==> config.mk <==
export PLATFORM = sky130hd
export DESIGN_NAME = lif_neuron_array
export DESIGN_NICKNAME = d
export VERILOG_FILES = /design/src/rtl/lif_neuron_array.sv
export SDC_FILE = /design/constraint.sdc
export NUM_CORES = 1
export LEC_CHECK = 0
export CORE_UTILIZATION = 65
export DETAILED_ROUTE_END_ITERATION = 10
export PLACE_DENSITY = 0.88
export SLEW_MARGIN = 40
export SYNTH_ARGS = -nofsm -noshare
export SYNTH_HDL_FRONTEND = slang
export SYNTH_SLANG_ARGS = --single-unit
==> constraint.sdc <==
create_clock -name clk -period 11.8 [get_ports clk]
set_clock_uncertainty 0.05 [all_clocks]
set_input_delay 2.36 -clock clk [delete_from_list [all_inputs] [get_ports clk]]
set_output_delay 2.36 -clock clk [all_outputs]
set_load 0.005 [all_outputs]
==> src/rtl/lif_neuron_array.sv <==
// Array of leaky integrate-and-fire neurons that all see one broadcast input stream.
// Each accepted sample is one step. The step's spike vector sits in a valid/ready output register.
module lif_neuron_array #(
  parameter int N_NEURONS     = 4,
  parameter int DATA_W        = 8,
  parameter int REFRACT_STEPS = 2,
  localparam int IDX_W        = (N_NEURONS > 1) ? $clog2(N_NEURONS) : 1,
  localparam int CNT_W        = $clog2(N_NEURONS + 1)
) (
  input  logic                 clk,
  input  logic                 rst,
  input  logic                 cfg_we,
  input  logic [IDX_W-1:0]     cfg_idx,
  input  logic [1:0]           cfg_field,
  input  logic [DATA_W-1:0]    cfg_data,
  input  logic                 in_valid,
  output logic                 in_ready,
  input  logic [DATA_W-1:0]    in_data,
  output logic                 out_valid,
  input  logic                 out_ready,
  output logic [N_NEURONS-1:0] out_spikes,
  output logic [CNT_W-1:0]     out_count
);

  localparam int RC_W = (REFRACT_STEPS > 0) ? $clog2(REFRACT_STEPS + 1) : 1;

  logic                 step;
  logic                 out_valid_q;
  logic [N_NEURONS-1:0] out_spikes_q;
  logic [CNT_W-1:0]     out_count_q;
  logic [N_NEURONS-1:0] spike_d;
  logic [CNT_W-1:0]     count_d;

  assign in_ready   = !out_valid_q || out_ready;
  assign step       = in_valid && in_ready;
  assign out_valid  = out_valid_q;
  assign out_spikes = out_spikes_q;
  assign out_count  = out_count_q;

  genvar gi;
  generate
    for (gi = 0; gi < N_NEURONS; gi++) begin : g_neuron
      logic [DATA_W-1:0] v_q, v_d;
      logic [DATA_W-1:0] leak_q, thresh_q, weight_q;
      logic [RC_W-1:0]   rc_q, rc_d;
      logic [DATA_W-1:0] contrib;
      logic [DATA_W-1:0] v_leak;
      logic [DATA_W:0]   v_sum;
      logic [DATA_W-1:0] v_new;
      logic              fire;
      logic              cfg_hit;

      // The full-width product is kept before taking its upper half, so the weight acts as a fraction of 1.0.
      assign contrib = DATA_W'(({{DATA_W{1'b0}}, in_data} * {{DATA_W{1'b0}}, weight_q}) >> DATA_W);
      assign v_leak  = (v_q > leak_q) ? (v_q - leak_q) : '0;
      assign v_sum   = {1'b0, v_leak} + {1'b0, contrib};
      assign v_new   = v_sum[DATA_W] ? '1 : v_sum[DATA_W-1:0];
      assign fire    = (rc_q == '0) && (thresh_q != '0) && (v_new >= thresh_q);
      assign cfg_hit = cfg_we && (cfg_idx == IDX_W'(gi));

      always_comb begin
        v_d  = v_q;
        rc_d = rc_q;
        if (step) begin
          if (rc_q != '0) begin
            v_d  = '0;
            rc_d = rc_q - RC_W'(1);
          end else if (fire) begin
            v_d  = '0;
            rc_d = RC_W'(REFRACT_STEPS);
          end else begin
            v_d = v_new;
          end
        end
        // A clear in the same cycle as a step overrides the step's update of v/rc.
        if (cfg_hit && (cfg_field == 2'd3)) begin
          v_d  = '0;
          rc_d = '0;
        end
      end

      always_ff @(posedge clk) begin
        if (!rst) begin
          v_q      <= '0;
          rc_q     <= '0;
          leak_q   <= '0;
          weight_q <= '0;
          thresh_q <= '1;
        end else begin
          v_q  <= v_d;
          rc_q <= rc_d;
          if (cfg_hit) begin
            case (cfg_field)
              2'd0:    leak_q   <= cfg_data;
              2'd1:    thresh_q <= cfg_data;
              2'd2:    weight_q <= cfg_data;
              default: ;
            endcase
          end
        end
      end

      assign spike_d[gi] = step && fire;
    end
  endgenerate

  always_comb begin
    count_d = '0;
    for (int i = 0; i < N_NEURONS; i++) begin
      count_d = count_d + CNT_W'(spike_d[i]);
    end
  end

  always_ff @(posedge clk) begin
    if (!rst) begin
      out_valid_q  <= 1'b0;
      out_spikes_q <= '0;
      out_count_q  <= '0;
    end else if (step) begin
      out_valid_q  <= 1'b1;
      out_spikes_q <= spike_d;
      out_count_q  <= count_d;
    end else if (out_ready) begin
      out_valid_q <= 1'b0;
    end
  end

endmodule
### Word level (Yosys, flattened, before mapping)

Cells that the tools add are included.

* flip-flop bits (word level): 144
* logic and storage cells: 145
* output and inout port bits: 9

* reduce and logical (&&, ||, !) cells: 62
* magnitude comparators: 8
* mux-type cells: 26
* multiply operators: 4
* add/sub/neg operators: 15
* bitwise logic cells: 1
* equal/unequal tests: 6

Operators by type and width (number)
* $mux W8: 16
* $mul A8 B8 Y16: 4
* $add A8 B8 Y9: 4
* $ge A8 B8 Y1: 4
* $gt A8 B8 Y1: 4
* $reduce_and A2 Y1: 16
* $reduce_bool A8 Y1: 4
* $sub A8 B8 Y8: 4
* $logic_and A1 B1 Y1: 21
* $reduce_bool A2 Y1: 9
* $mux W2: 8
* $logic_not A2 Y1: 6
* $eq A2 B2 Y1 const B: 4
* $reduce_or A2 Y1: 4
* $sub A2 B1 Y2 const B: 4
* $eq A2 B1 Y1 const B: 2
* $add A2 B1 Y3: 1
* $add A3 B1 Y3: 1
* $add A1 B1 Y2: 1
* $mux W1: 2
* $logic_not A1 Y1: 1
* $logic_or A1 B1 Y1: 1
* $not A1 Y1: 1

### Logic depth before layout (Yosys ltp)

* depth in word-level cells: 10
* depth in mapped cells: 37
* depth with buffers taken out: 35

### Worst setup path before layout

No wires, ideal clock.

* kind: input-to-reg
* start point: input port in_data[1]
* end point: register out_count_q[1] (netlist: out_count[1])
* required time: 11.674 ns
* library setup time: 0.076 ns
* path slack: 1.838 ns
* buffers on the path: 2
* data arrival time: 9.836 ns
* stages: 33
* cell sequence: clkbuf_1 > clkbuf_1 > and2_1 > fa_1 > fa_1 > inv_1 > fa_1 > fa_1 > inv_1 > ha_1 > a2111oi_4 > o41ai_2 > o21a_1 > xor2_1 > ha_1 > fa_1 > a21o_1 > a21oi_1 > o21ai_1 > a211oi_1 > nor2_1 > or2_2 > ha_1 > a21o_1 > a21o_1 > a21o_1 > a211oi_2 > nor3_1 > fa_1 > ha_1 > ha_1 > nand2_1 > a21boi_0

RTL lines
* start, declared: line 18 `input logic [DATA_W-1:0] in_data,`
* $mul A8 B8 Y16: line 54 `assign contrib = DATA_W'(({{DATA_W{1'b0}}, in_data} * {{DATA_W{1'b0}}, weight_q}) >> DATA_W);`
* $add A8 B8 Y9: line 56 `assign v_sum = {1'b0, v_leak} + {1'b0, contrib};`
* $mux W8: line 57 `assign v_new = v_sum[DATA_W] ? '1 : v_sum[DATA_W-1:0];`
* $ge A8 B8 Y1: line 58 `assign fire = (rc_q == '0) && (thresh_q != '0) && (v_new >= thresh_q);`
* $logic_and A1 B1 Y1: line 58
* $logic_and A1 B1 Y1: line 103 `assign spike_d[gi] = step && fire;`
* net spike_d[3]: line 31 `logic [N_NEURONS-1:0] spike_d;`
* $add A3 B1 Y3: line 110 `count_d = count_d + CNT_W'(spike_d[i]);`
* net count_d[1]: line 32 `logic [CNT_W-1:0] count_d;`
* end signal, assigned: line 122 `out_count_q <= count_d;`
* end, declared: line 30 `logic [CNT_W-1:0] out_count_q;`

The timed path passes the listed nets, and every way through them passes these cells.
A chain may end at the register's enable or synchronous reset.

### Final worst setup path

* start point: input port in_data[4]
* end point: register out_count_q[1] (netlist: out_count[1])

The elaborated chain is that of the path after synthesis.

==> flow_metrics.py <==
metrics = {
    "worst_setup_path": {
        "end_kind": "flip-flop",
        "r2r_slack_ns": 3.33,
        "cp_slowest_stage_delay_ns": 0.72,
        "worst_path_most_repeated_cell": "fa_1",
        "worstSetupPathType": "in2reg",
        "critPathSlowestCell": "clkdlybuf4s50_1",
        "crit_fanout": 14,
        "start_kind": "input port",
        "required_ns": 12.11,
        "worstPathArrival_ns": 11.15,
    },
    "placement": {
        "place_hpwl_um": 29000,
        "gp_congestion": 0.879,
        "portBuffers": 33,
    },
    "sta": {
        "worst-slew-pin-transition_ns": 0.928,
        "min_period_ns": 10.84,
        "fin_crit_sh_pct": 91.9,
        "rsz0062_at_grt": "no",
        "whs_ns": 0.406,
        "fmax_ghz": 0.0922,
        "fin_tns_setup_ns": 0,
        "hold_viol_final": 0,
        "finalMaxSlewViolations": 0,
        "setup_violations": 0,
        "slew-limit-headroom_pct": 37.9,
    },
    "floorplan": {
        "die_h_um": 163,
        "die-area_um2": 26600,
        "io_pins": 34,
        "die_x_um": 163,
        "num_rows": 58,
        "initial_core_util_pct": 66.7,
        "core_um2": 25300,
    },
    "synthesis": {
        "synth_area_um2": 16900,
        "yosysUniqueCellTypes": 70,
        "syn_area_per_cell_um2": 8.62,
        "synth_top_area_cell": "fa_1",
        "yosysWarnings": 0,
        "syn_nets": 2371,
        "synthTopCellsByArea": "fa_1 18%, ha_1 18%, dfxtp_1 17%, and2_1 7.2%, inv_1 6.7%",
        "synth_top_area_share_pct": 17.7,
        "synth_edf_count": 0,
        "ys.flop_type": "dfxtp_1",
        "yosysMostFrequentCell": "inv_1",
        "postSynth.asyncResetShare_pct": 0,
        "synthTopCellsByCount": "303 x inv_1, 238 x ha_1, 194 x and2_1, 149 x fa_1, 149 x nand2_1",
        "ys_seq_area_share_pct": 17.1,
        "ys_ff_latch": 144,
        "syn-instance-count": 1959,
    },
    "global_routing": {
        "track_usage_pct": 31.4,
        "grt_pass1_wl_um": 67000,
        "antenna_found_initial": 0,
        "grt_max_degree": 112,
        "grt-ovfl-total": 0,
        "grt_pass1_vias": 14100,
    },
    "final_layout": {
        "area_delta_synth_final_pct": 7.15,
        "antennaDiodeCount": 0,
        "drive_gt1_share_pct": 4.70,
        "layout.nets": 2378,
    },
    "pwr": {
        "p_sw_share_pct": 30.9,
        "internal_power_uw": 917,
        "p_leak_uw": 0.00941,
        "p_per_area_nw_per_um2": 73.3,
        "vdd_ir_drop_max_mv": 0.109,
        "power.share.combinational_pct": 19.5,
        "switchingPower_uw": 410,
        "clockPowerShare_pct": 42.4,
        "seq_power_share_pct": 38.1,
        "power_uw": 1330,
    },
    "cts": {
        "clk_path_buf_depth": 2,
        "cts_buffers": 17,
        "htreeDepth": 4,
        "clock_sinks": 144,
        "hold_buffers": 0,
        "post_cts_buffers": 0,
        "cts_resized": 0,
        "path_clk_slew_ns": 0.07,
        "clock_latency_ns": 0.43,
        "cts_root_buf": "clkbuf_16",
        "cts_tree": "yes",
    },
    "detailed_routing": {
        "drc": 0,
        "routed-via-count": 13600,
        "detail_route.wirelength_um": 38700,
        "ant_nets": 0,
        "drt-wirelength-per-cell_um": 16.8,
        "drtIter0Drc": 839,
        "vias_per_cell": 5.87,
        "dr.pass1.iters": 6,
    },
    "status": {
        "status": "finished clean",
    },
    "min_path": {
        "hp-class": "reg2reg",
    },
    "flow_run": {
        "max_cap_viol_count": 0,
    },
}
[layer usage]
layer  wire [um]  GRT usage (%)  vias to the layer above
met4        1220           11.4                        0
li1            -              -                     6402
met3        2390           5.05                      103
met1       16500           39.7                     6622
met5           0              0                        -
met2       18600           53.7                      424
[critical path, delay by kind of cell]
family | cells | cell delay (ns)
xor+xnor | 1 | 0.15
buf+inv | 5 | 0.93
fa+ha+maj | 11 | 4.23
simple gates | 5 | 1.37
compound gates | 12 | 2.09
[power groups by stage]
stage               Sequential, uW  Clock (uW)  Combinational (uW)
finish                         505         563                 259
global placement               515           0                 241
detailed placement             515           0                 251
global route                   506         586                 286
CTS                            504         564                 254
floorplan                      512           0                 183
[worst paths after layout]
path	startpoint	end	cells after the start
worst max-delay path	in_data[4]	out_count[1]	34
worst min-delay path	g_neuron[2].v_q[0]	g_neuron[2].v_q[0]	2
worst min register to register	g_neuron[2].v_q[0]	g_neuron[2].v_q[0]	2
worst max register to register	g_neuron[3].weight_q[2]	out_count[1]	33
[stage by stage]
stage / area [um2] / utilization (%) / setup slack (ns) / std cells
after global placement: 17500 / 69.2 / 0.954 / 2277
after CTS: 18100 / 71.5 / 1.03 / 2309
after global routing: 18100 / 71.5 / 0.540 / 2309
final: 18100 / 71.5 / 0.960 / 2309
after detailed placement: 17500 / 69.1 / 0.676 / 2277
after floorplan: 16900 / - / 1.84 / 1959
[layout by cell type (no fill, tap or decap), types with 9 or more instances in the layout]
master | Yosys | routed
a211oi_1 | 10 | 10
a21o_1 | 48 | 48
a21oi_1 | 57 | 57
and2_1 | 194 | 194
buf_4 | 0 | 14
clkbuf_16 | 0 | 17
clkdlybuf4s50_1 | 0 | 28
dfxtp_1 | 144 | 144
fa_1 | 149 | 149
ha_1 | 238 | 238
inv_1 | 303 | 303
mux2i_1 | 71 | 71
nand2_1 | 149 | 149
nand2b_1 | 15 | 15
nand4_1 | 18 | 18
nor2_1 | 100 | 97
nor2_2 | 6 | 9
nor2b_1 | 80 | 79
nor3_1 | 28 | 28
o211ai_1 | 33 | 33
o21a_1 | 19 | 19
o21ai_0 | 44 | 44
o21ai_1 | 18 | 18
xnor2_1 | 49 | 49
xor2_1 | 12 | 12
[sequential cells by signal (all words and copies together), names as in the netlist]
| register | cells |
|---|---|
| out_valid | 1 |
| g_neuron.leak_q | 32 |
| out_count | 3 |
| out_spikes | 4 |
| g_neuron.v_q | 32 |
| g_neuron.thresh_q | 32 |
| g_neuron.weight_q | 32 |
| g_neuron.rc_q | 8 |
[cell type report]
cell class                      count  area (um2)
Clock inverter                     14         166
Sequential cell                   144        2880
Tap cell                          330         413
Timing Repair Buffer               48         422
Multi-Input combinational cell   1452       12700
Fill cell                        1819        7220
Clock buffer                       18         429
Inverter                          303        1140
[kinds of logic (layout without fill, tap and decap cells)]
logic type | Yosys count | after routing | synth area share (%)
AND/OR/NAND/NOR | 648 | 648 | 20.4
adder cells (fa/ha/maj) | 387 | 387 | 35.3
buffers and inverters | 363 | 383 | 8.11
AO/OA/AOI/OAI | 285 | 285 | 11.8
flip-flops | 144 | 144 | 17.1
multiplexers | 71 | 71 | 4.21
XOR/XNOR | 61 | 61 | 3.16
No activity file was read; power rests on OpenSTA's default activity.
==> RTL change 1: new RTL, same flow settings <==
Reset style: asynchronous (`rst`), changed in 2 clocked blocks.
--- a/src/rtl/lif_neuron_array.sv
+++ b/src/rtl/lif_neuron_array.sv
@@ -79,7 +79,7 @@
         end
       end
 
-      always_ff @(posedge clk) begin
+      always_ff @(posedge clk or negedge rst) begin
         if (!rst) begin
           v_q      <= '0;
           rc_q     <= '0;
@@ -111,7 +111,7 @@
     end
   end
 
-  always_ff @(posedge clk) begin
+  always_ff @(posedge clk or negedge rst) begin
     if (!rst) begin
       out_valid_q  <= 1'b0;
       out_spikes_q <= '0;
Behaviour: not the same (a bounded check fails within 4 cycles, from zero or initial values and one cycle with rst low; the reset may be asserted at any time).
==> RTL change 1 against the unedited design <==
Setup slack better by 0.028 ns. Cell area is 1.2% higher. Synthesized area is 0.89% higher. Sequential cell count stayed put. Wire length is 3.6% higher. Register-to-register slack hardly changed. Critical path type unchanged. Critical endpoint is now out_count[1].
Power is not shown: default switching activity piles up to over one toggle a cycle in this logic, so the estimate is an artifact.
==> RTL change 1: results (changes against the unedited design) <==
first_pass_iters: 7  # was 6
muxShareOfSynthArea_pct: 4.73  # was 4.21%
synth-compound-area-share_pct: 10.9  # was 11.8%
cts_setup_buffers: 0  # unchanged
grt_max_degree: 74  # was 112
clk_latency_ns: 0.44
instances_no_fill: 2217  # was 2,309
worstHoldStart: "out_count[0]"  # was g_neuron[2].v_q[0]
cp_max_fo: 22  # was 14
r2r_cells: 34  # was 33
critPathSlowestCell: "clkdlybuf4s50_1"  # unchanged
yosys_warnings: 0  # unchanged
reg2reg_setup_slack_ns: 3.33  # about the same
antenna_found_initial: 0  # unchanged
syn_inst: 1851  # was 1,959
ys_types: 67  # was 70
first_global_vias: 13726  # was 14,095
cp.arrival_ns: 11.09  # was 11.15 ns
synth.area.top_cells: "fa_1 (17%), ha_1 (17%), dfrtp_1 (16%)"  # was fa_1 (18%), ha_1 (18%), dfxtp_1 (17%)
hold_path.class: "reg -> reg"  # unchanged
crit_family: "adder cells"  # unchanged
synth_nets: 2263  # was 2,371
relSlewSlack_pct: 37.0  # was 37.9%
via_per_inst: 5.99  # was 5.87
synth_commonest_cells: "inv_1 (296), ha_1 (238), and2_1 (189)"  # was inv_1 (303), ha_1 (238), and2_1 (194)
grt-ovfl-total: 0  # unchanged
ys_seq_area_share_pct: 21.4  # was 17.1%
dp_hpwl_um: 29900  # was 29,000 um
crit-reg2reg-launch: "g_neuron[3].weight_q[2]"  # unchanged
grt_pass1_wl_um: 67000  # about the same
async_flop_share_pct: 100  # was 0%
antenna_cells: 0  # unchanged
grt_usage_pct: 31.7  # was 31.4%
status: "complete, no violations"  # unchanged
cts.clk_slew.worst_paths_ns: 0.07  # about the same
drt_iter0_drc: 990  # was 839
avgRoutedWirePerCell_um: 18.1  # was 16.8 um
cts-buffers-inserted: 17  # unchanged
min_path_cells: 2  # unchanged
worst_path_largest_cell_delay_ns: 0.84  # was 0.72 ns
cts_root_buffer: "clkbuf_16"  # unchanged
cts_buffer_depth: 2  # unchanged
post_cts_resized: 0  # unchanged
reg2reg_to: "out_count[1]"  # unchanged
whs_endpoint: "out_count[0]"  # was g_neuron[2].v_q[0]
portBuffers: 33  # unchanged
synth_flop_cell: "dfrtp_1"  # was dfxtp_1
drive_gt1_share_pct: 9.70  # was 4.70%
gp_congestion: 0.887  # was 0.879
whs_ns: 0.439  # was 0.406 ns
synth-adder-area-share_pct: 35.0  # was 35.3%
synth-xor-area-share_pct: 3.13  # was 3.16%
-- RTL change 1: layout make-up --
class	instances	area (um2)
timing repair buffer	46	413
inverter	296	1110
multi-input combinational	1369	12100
clock buffer	19	453
fill	1747	7150
tap	330	413
sequential	144	3640
clock inverter	13	144
-- RTL change 1: cell families after synthesis --
| logic type | after synthesis |
|---|---|
| multiplexers | 72 |
| AND/OR/NAND/NOR | 566 |
| AO/OA/AOI/OAI | 283 |
| buffers and inverters | 338 |
| adder cells (fa/ha/maj) | 387 |
| flip-flops | 144 |
| XOR/XNOR | 61 |
-- RTL change 1: worst min-delay path, delay by kind of cell, from the launching register on --
kind	cells	cell delay [ns]
simple gates	2	0.11
flops	1	0.35
-- RTL change 1: how the worst max path moves through the flow --
stage                from            to  slack, ns  depth (start not counted)
2_1_floorplan  in_data[1]  out_count[1]       2.14                         35
3_3_place_gp   in_data[3]  out_count[1]       1.01                         33
3_5_place_dp   in_data[3]  out_count[1]       0.78                         35
4_1_cts        in_data[3]  out_count[1]       1.09                         35
5_1_grt        in_data[3]  out_count[1]       0.62                         35
6_report       in_data[3]  out_count[1]       0.99                         35
-- RTL change 1: per-stage QoR --
step	setup WS [ns]	utilization, %	instance area [um2]
finish	0.988	71.9	18300
CTS	1.09	71.9	18300
detailed placement	0.776	69.6	17700
global placement	1.01	69.6	17700
global route	0.622	71.9	18300
floorplan	2.14	-	17000
-- RTL change 1: metal layers --
layer  GRT usage [%]  vias up  wire [um]
li1                -     6094          -
met1            42.0     6588      17100
met2            53.3      484      19400
met3            4.39      107       2420
met4            11.3        0       1260
met5               0        -          0
==> RTL change 2: new RTL, same settings <==
Made on the original files. Set the parameter `N_NEURONS` to 2 (it was 4).
--- a/src/rtl/lif_neuron_array.sv
+++ b/src/rtl/lif_neuron_array.sv
@@ -1,7 +1,7 @@
 // Array of leaky integrate-and-fire neurons that all see one broadcast input stream.
 // Each accepted sample is one step. The step's spike vector sits in a valid/ready output register.
 module lif_neuron_array #(
-  parameter int N_NEURONS     = 4,
+  parameter int N_NEURONS     = 2,
   parameter int DATA_W        = 8,
   parameter int REFRACT_STEPS = 2,
   localparam int IDX_W        = (N_NEURONS > 1) ? $clog2(N_NEURONS) : 1,
Ports: changed (resized cfg_idx, out_count and out_spikes); port bits go from 34 to 30. The function was not compared with the original's and may differ.
==> RTL change 2 against the unedited design <==
Cell area shrank 49%. Sequential share of layout area about the same. Non-clock buffer count down 18. Maximum frequency is 7.1% higher. Synthesized area down 50%. Total power is 40% lower. Setup slack improved by 0.72 ns. Register-to-register slack improved by 0.64 ns. Cell count is 48% lower. Wire length down 53%. Core utilization rose by 1.3 points. Sequential cell count fell by 71. Critical endpoint is now out_count[0]. Largest cell class unchanged. Largest power group unchanged. Highest routed layer unchanged.
==> RTL change 2: results (changes against the unedited design) <==
status: "complete, no violations"  # unchanged
startpoint: "in_data[4]"  # unchanged
synth_top_cell_by_area: "ha_1"  # was fa_1
grt_usage_pct: 29.6  # was 31.4%
hold_path.class: "reg -> reg"  # unchanged
synth_commonest_cells: "inv_1 (129), nand2_1 (120), ha_1 (119)"  # was inv_1 (303), ha_1 (238), and2_1 (194)
first_pass_iters: 4  # was 6
p_leak_nw: 4.58  # was 9.41 nW
pwr-share-seq_pct: 33.3  # was 38.1%
synth_nets: 1215  # was 2,371
critPathSlowestCell: "clkdlybuf4s50_1"  # unchanged
cp_max_fo: 16  # was 14
post_dp_cell_area_mm2: 0.00880  # was 0.0175 mm2
vias: 6862  # was 13,551
min_period_over_period_pct: 85.8  # was 91.9%
crit_type: "in -> reg"  # unchanged
dp_hpwl_um: 13900  # was 29,000 um
antenna_cells: 0  # unchanged
worst_path_largest_cell_delay_ns: 0.82  # was 0.72 ns
ir_drop_mv: 0.110  # was 0.109 mV
cts-buffers-inserted: 9  # was 17
place_ws_ns: 1.47  # was 0.676 ns
ys_seq_area_share_pct: 17.5  # was 17.1%
clk_latency_ns: 0.34  # was 0.43 ns
power_clock_mw: 0.316  # was 0.563 mW
cp.arrival_ns: 10.34  # was 11.15 ns
crit-reg2reg-launch: "g_neuron[1].weight_q[7]"  # was g_neuron[3].weight_q[2]
reg2reg_to: "out_count[0]"  # was out_count[1]
avgSynthCellArea_um2: 8.39  # was 8.62 um2
gp_congestion: 0.937  # was 0.879
first_global_vias: 6837  # was 14,095
ant_nets: 0  # unchanged
portBuffers: 29  # was 33
r2r_cells: 29  # was 33
switching_share_pct: 29.7  # was 30.9%
h-tree-depth: 3  # was 4
drive_gt1_share_pct: 2.84  # was 4.70%
grt_pass1_wl_um: 31400  # was 67,000 um
synth.area.top_cells: "ha_1 (18%), fa_1 (18%), dfxtp_1 (17%)"  # was fa_1 (18%), ha_1 (18%), dfxtp_1 (17%)
cts_setup_buffers: 0  # unchanged
avgRoutedWirePerCell_um: 15.3  # was 16.8 um
reg2reg_setup_slack_ns: 3.97  # was 3.33 ns
tightest_slew_ns: 0.787  # was 0.928 ns
ys_types: 49  # was 70
fillers: 934  # was 1,819
grt_max_degree: 48  # was 112
via_per_inst: 5.76  # was 5.87
net-switching-power_mw: 0.234  # was 0.410 mW
drt_iter0_drc: 401  # was 839
RTL change 2: logic make-up after synthesis:
group                    share of synthesized area, %
adder cells (fa/ha/maj)                          35.5
buffers and inverters                            6.87
multiplexers                                    0.239
AND/OR/NAND/NOR                                  21.9
flip-flops                                       17.5
XOR/XNOR                                         3.24
AO/OA/AOI/OAI                                    14.8
RTL change 2: how the worst min path moves through the flow:
stage / start / to / slack, ns
6_report: g_neuron[0].leak_q[3] / g_neuron[0].leak_q[3] / 0.41
5_1_grt: g_neuron[0].leak_q[6] / g_neuron[0].leak_q[6] / 0.43
4_1_cts: g_neuron[0].leak_q[6] / g_neuron[0].leak_q[6] / 0.42
3_5_place_dp: g_neuron[1].v_q[0] / g_neuron[1].v_q[0] / 0.40
3_3_place_gp: g_neuron[0].leak_q[2] / g_neuron[0].leak_q[2] / 0.40
2_1_floorplan: g_neuron[1].v_q[0] / g_neuron[1].v_q[0] / 0.38
RTL change 2: area by class of cell:
| class | count | area [um2] | share of cell area (%) |
|---|---|---|---|
| Timing Repair Buffer | 30 | 298 | 3.25 |
| Inverter | 129 | 484 | 5.29 |
| Sequential cell | 73 | 1460 | 16.0 |
| Clock inverter | 5 | 103 | 1.12 |
| Clock buffer | 11 | 243 | 2.65 |
| Multi-Input combinational cell | 772 | 6350 | 69.4 |
| Tap cell | 172 | 215 | 2.35 |
RTL change 2: metal layers:
layer	wire, um	GRT usage [%]	vias to the layer above
met1	8000	38.3	3293
li1	-	-	3348
met2	9060	52.1	194
met3	895	3.09	27
met4	277	9.44	0
met5	0	0	-
RTL change 2: worst max-delay path: cells and delay by family:
kind	cells	cell delay, ns
XOR/XNOR	1	0.14
AND/OR/NAND/NOR	5	0.77
buffers and inverters	4	0.98
adder cells (fa/ha/maj)	8	3.26
AO/OA/AOI/OAI	12	2.80
